[config.mk]
export PLATFORM = sky130hd
export DESIGN_NAME = add_arbiter_seq
export DESIGN_NICKNAME = d
export VERILOG_FILES = /design/src/rtl/add_arbiter_seq.sv
export SDC_FILE = /design/constraint.sdc
export NUM_CORES = 1
export LEC_CHECK = 0
export CORE_AREA = 2 2 256 258
export CTS_BUF_LIST = sky130_fd_sc_hd__clkbuf_8
export CTS_CLUSTER_SIZE = 16
export DETAILED_ROUTE_END_ITERATION = 7
export DIE_AREA = 0 0 258 260
export SLEW_MARGIN = 20
export SYNTH_ARGS = -nofsm -noshare
export SYNTH_HDL_FRONTEND = slang
export SYNTH_SLANG_ARGS = --single-unit
[constraint.sdc]
create_clock -name clk -period 5.2 [get_ports clk]
set_input_delay 1.04 -clock clk [delete_from_list [all_inputs] [get_ports clk]]
set_output_delay 1.04 -clock clk [all_outputs]
set_load 0.02 [all_outputs]
[src/rtl/add_arbiter_seq.sv]
// add_arbiter_seq: two requesters share one WIDTH-bit adder that performs a
// WORDS-word addition, one word per cycle, least significant word first.
// Round-robin arbitration between the two requesters.
//
// Ports:
//   clk, rst        clock; synchronous active-high reset
//   req[1:0]        per-requester operation request
//   a0, b0, a1, b1  per-requester operands, word 0 least significant
//   cin[1:0]        per-requester initial carry-in
//   grant[1:0]      one-hot owner of the adder, 0 when idle
//   busy            high while an operation is in RUN or DONE
//   done[1:0]       one-cycle completion pulse to the owner
//   sum, cout       multi-word result and final carry-out
module add_arbiter_seq #(
  parameter int unsigned WIDTH = 32,
  parameter int unsigned WORDS = 4
) (
  input  logic                   clk,
  input  logic                   rst,
  input  logic [1:0]             req,
  input  logic [WORDS*WIDTH-1:0] a0,
  input  logic [WORDS*WIDTH-1:0] b0,
  input  logic [WORDS*WIDTH-1:0] a1,
  input  logic [WORDS*WIDTH-1:0] b1,
  input  logic [1:0]             cin,
  output logic [1:0]             grant,
  output logic                   busy,
  output logic [1:0]             done,
  output logic [WORDS*WIDTH-1:0] sum,
  output logic                   cout
);

  localparam int unsigned OpW  = WORDS * WIDTH;
  // Wide enough to hold WORDS so idx never wraps after the last word.
  localparam int unsigned IdxW = $clog2(WORDS + 1);
  localparam logic [IdxW-1:0] LastIdx = IdxW'(WORDS - 1);

  typedef enum logic [1:0] {StIdle, StRun, StDone} state_e;

  state_e          state_q, state_d;
  logic [1:0]      grant_q, grant_d;
  logic [1:0]      done_q, done_d;
  logic            owner_q, owner_d;
  logic            last_q, last_d;   // requester served most recently
  logic            carry_q, carry_d;
  logic            cout_q, cout_d;
  logic [IdxW-1:0] idx_q, idx_d;
  logic [OpW-1:0]  sum_q, sum_d;

  logic [OpW-1:0]   a_sel, b_sel;
  logic [WIDTH-1:0] a_word, b_word, word_sum;
  logic             word_carry;

  assign a_sel = owner_q ? a1 : a0;
  assign b_sel = owner_q ? b1 : b0;

  // Word select with constant slices only; idx may equal WORDS outside RUN.
  always_comb begin
    a_word = '0;
    b_word = '0;
    for (int i = 0; i < WORDS; i++) begin
      if (idx_q == IdxW'(i)) begin
        a_word = a_sel[i*WIDTH +: WIDTH];
        b_word = b_sel[i*WIDTH +: WIDTH];
      end
    end
  end

  // The single shared word adder.
  assign {word_carry, word_sum} = {1'b0, a_word} + {1'b0, b_word} + {{WIDTH{1'b0}}, carry_q};

  always_comb begin
    state_d = state_q;
    grant_d = grant_q;
    done_d  = '0;
    owner_d = owner_q;
    last_d  = last_q;
    carry_d = carry_q;
    cout_d  = cout_q;
    idx_d   = idx_q;
    sum_d   = sum_q;
    unique case (state_q)
      StIdle: begin
        if (|req) begin
          // On a tie the requester not served last wins.
          owner_d = (req == 2'b11) ? ~last_q : req[1];
          grant_d = owner_d ? 2'b10 : 2'b01;
          carry_d = cin[owner_d];
          idx_d   = '0;
          state_d = StRun;
        end
      end
      StRun: begin
        for (int i = 0; i < WORDS; i++) begin
          if (idx_q == IdxW'(i)) sum_d[i*WIDTH +: WIDTH] = word_sum;
        end
        carry_d = word_carry;
        idx_d   = idx_q + 1'b1;
        if (idx_q == LastIdx) begin
          cout_d  = word_carry;
          done_d  = grant_q;
          state_d = StDone;
        end
      end
      StDone: begin
        last_d  = owner_q;
        grant_d = '0;
        state_d = StIdle;
      end
      default: state_d = StIdle;
    endcase
  end

  always_ff @(posedge clk) begin
    if (rst) begin
      state_q <= StIdle;
      grant_q <= '0;
      done_q  <= '0;
      owner_q <= 1'b0;
      last_q  <= 1'b1;  // pretend requester 1 went last so requester 0 wins a tie
      carry_q <= 1'b0;
      cout_q  <= 1'b0;
      idx_q   <= '0;
      sum_q   <= '0;
    end else begin
      state_q <= state_d;
      grant_q <= grant_d;
      done_q  <= done_d;
      owner_q <= owner_d;
      last_q  <= last_d;
      carry_q <= carry_d;
      cout_q  <= cout_d;
      idx_q   <= idx_d;
      sum_q   <= sum_d;
    end
  end

  assign grant = grant_q;
  assign done  = done_q;
  assign busy  = (state_q != StIdle);
  assign sum   = sum_q;
  assign cout  = cout_q;

endmodule

==> impl_metrics.yaml <==
floorplanning:
  die_w_um: 258
  pin_count: 652
  initial_core_util_pct: 17.50
  floorplan.die_area_um2: 67080
  die_h_um: 260
  core_area_um2: 64120
  floorplan.rows: 93
sta:
  final_report_max_slew_violation_count: 0
  hold_viol: 0
  tns_ps: 0
  setup_violations: 0
  post-route-worst-setup-slack_ps: 300.9
  clock.fmax_ghz: 0.2041
  timing.final.crit_period_ps: 4899
  timing.slew.headroom_pct: 30.63
  clock_skew_ps: 15.41
  layout_worst_path_cycle_share_pct: 94.21
  rsz0062_at_grt: "no"
  tightestPinTransition_ps: 1030
routing:
  detail-route-antenna-nets: 0
  firstDrtPassIters: 5
  route.detailed.vias_per_inst: 4.635
  route.final.wire_length_um: 69790
  routed_len_inst_um: 23.81
  drt_first_iter_violations: 1004
  num_vias: 13590
  post-route-drc-count: 0
final_layout:
  post_route_cells_drive_above_1_share_pct: 5.604
  fill_cells: 6721
  final_design_area_no_fill_um2: 19300
  finalCoreUtilization_pct: 30.11
  syn2layout_area_growth_pct: 72.03
  most_common_cell_after_layout_fill_and_taps_aside: "sky130_fd_sc_hd__clkdlybuf4s50_1"
  final_cell_mix: "650 x sky130_fd_sc_hd__clkdlybuf4s50_1, 269 x sky130_fd_sc_hd__mux2i_1, 254 x sky130_fd_sc_hd__nand2_1, 249 x sky130_fd_sc_hd__a21oi_1, 140 x sky130_fd_sc_hd__dfxtp_1"
  layout.nets: 2613
logic_synthesis:
  synth_area_per_cell_um2: 7.761
  asyncSetResetFlopFracSynth_pct: 0
  post_synth_instance_area_um2: 11220
  ys_seq_area_share_pct: 25.15
  syn-num-nets: 2002
  synth.ff_latch_count: 141
  synthesis.instances: 1446
  synth_edf_count: 0
  yosys.cell_types.count: 70
  yosys_warnings: 0
  synth_flop_cell: "sky130_fd_sc_hd__dfxtp_1"
setup_path:
  cp_max_fo: 6
  timing.critical_path.to_type: "flop"
  setup.reg_to_reg.worst_slack_ps: 380
  crit_arrival_ps: 5220
  timing_worst_setup_path_type: "input pin to flop"
  critical_path.startpoint_type: "input pin"
  timing.critical_path.required_ps: 5520
place:
  place_worst_setup_slack_ps: -128.6
  place.port_buffers: 651
  post-dp-hpwl_um: 57100
  finalWeightedCongestion: 0.9790
  post_place_cell_area_um2: 18880
cts:
  clock_tree.htree_level_count: 4
  clock_latency_ps: 480
  cts_made_buffers: 17
  tritoncts: "built"
  postCtsSetupRepairBufs: 0
  cts.clk_slew.worst_paths_ps: 80
  ctsResizeCount: 0
  cts_hold_repair.buffers: 0
  root_buffer: "sky130_fd_sc_hd__clkbuf_8"
  cts-root-to-sink-buffers: 2
  cts.sinks: 141
grt:
  maximum_number_of_pins_on_one_net_before_global_route_repair: 64
  grt_pass1_vias: 13750
  grt_first_pass_wirelength_um: 97140
  initial_antenna_violation_count: 9
  globalRouteTotalUtil_pct: 19.84
  grt.overflow.total: 0
run_status:
  status: "finished clean"
flow_run:
  timing.max_cap.violations: 0
power:
  vdd_ir_drop_max_mv: 0.1619
  power.density_cell_area_nw_per_um2: 250.7
  totalPowerFinal_uw: 4840
  total_leakage_power_uw: 0.006578
worst_hold_path:
  timing.hold.worst.class: "flop to flop"
==> worst paths after layout <==
kind	from	end	cells after the start
worst max register to register	idx_q[0]	sum[94]	17
worst min-delay path	sum[2]	sum[2]	2
worst max-delay path	b0[32]	sum[94]	17
worst min register to register	sum[2]	sum[2]	2
==> flip-flops by register name, summed over array words and instances, names as in the netlist <==
| register | flops |
|---|---|
| last_q | 1 |
| grant | 2 |
| carry_q | 1 |
| cout | 1 |
| done | 2 |
| state_q | 2 |
| owner_q | 1 |
| sum | 128 |
| idx_q | 3 |
==> cell usage after synthesis, types with 17 or more instances <==
cell type	n	area [um^2]
sky130_fd_sc_hd__dfxtp_1	141	2823
sky130_fd_sc_hd__mux2i_1	269	2693
sky130_fd_sc_hd__nand2_1	256	960.9
sky130_fd_sc_hd__buf_1	29	108.9
sky130_fd_sc_hd__a21oi_1	249	1246
sky130_fd_sc_hd__o21ai_0	33	165.2
sky130_fd_sc_hd__ha_1	36	450.4
sky130_fd_sc_hd__o221ai_1	62	543.0
sky130_fd_sc_hd__nor2_1	48	180.2
sky130_fd_sc_hd__clkbuf_1	80	300.3
sky130_fd_sc_hd__a211oi_1	17	127.6
sky130_fd_sc_hd__nand3_1	39	195.2
==> area by class of cell <==
| cell class | count | area [um^2] | area share, % |
|---|---|---|---|
| inverter | 14 | 52.55 | 0.2722 |
| clock buffer | 18 | 247.7 | 1.283 |
| clock inverter | 14 | 156.4 | 0.8102 |
| timing repair buffer | 711 | 7039 | 36.46 |
| tap | 855 | 1070 | 5.542 |
| antenna | 6 | 15.01 | 0.07778 |
| sequential | 141 | 2826 | 14.64 |
| multi-input combinational | 1172 | 7898 | 40.91 |
==> power by group <==
part	internal, uW	switching [uW]
logic	1170	1520
clock network	449	491
registers	1150	50.9
total	2780	2060
==> kinds of logic (layout without fill, tap and decap cells) <==
| family | after synthesis | count (layout) | synth area share [%] |
|---|---|---|---|
| buffers and inverters | 133 | 757 | 4.895 |
| other | 0 | 6 | 0 |
| flip-flops | 141 | 141 | 25.15 |
| multiplexers | 269 | 269 | 23.99 |
| adder cells (fa/ha/maj) | 38 | 38 | 4.371 |
| XOR/XNOR | 18 | 18 | 1.472 |
| AO/OA/AOI/OAI | 437 | 437 | 24.37 |
| AND/OR/NAND/NOR | 410 | 410 | 15.74 |
==> metrics by stage <==
stage          instances  hold WS [ps]
2_1_floorplan       1446         435.8
3_3_place_gp        2893         445.0
3_5_place_dp        2893         445.9
4_1_cts             2925         459.0
5_1_grt             2929         477.9
6_report            2931         457.3
==> routing by layer <==
metal	GRT usage, %	share of wire [%]
met1	23.12	40
met2	37.00	51
met3	4.708	6.7
met4	3.420	1.2
met5	0	0.060
==> critical path, stage by stage <==
cell                              delay, ps
sky130_fd_sc_hd__clkdlybuf4s50_1        530
sky130_fd_sc_hd__mux2i_1                 90
sky130_fd_sc_hd__o22ai_1                170
sky130_fd_sc_hd__nor2_1                  70
sky130_fd_sc_hd__a21oi_1                130
sky130_fd_sc_hd__o21ai_0                120
sky130_fd_sc_hd__fa_1                   510
sky130_fd_sc_hd__fa_1                   460
sky130_fd_sc_hd__and2b_1                260
sky130_fd_sc_hd__o2111ai_2              150
sky130_fd_sc_hd__a31oi_2                370
sky130_fd_sc_hd__o2111ai_2              200
sky130_fd_sc_hd__a2111oi_4              390
sky130_fd_sc_hd__buf_4                  230
sky130_fd_sc_hd__o41ai_4                120
sky130_fd_sc_hd__mux2i_1                240
sky130_fd_sc_hd__a31oi_1                110
No activity file was read; power rests on OpenSTA's default activity.
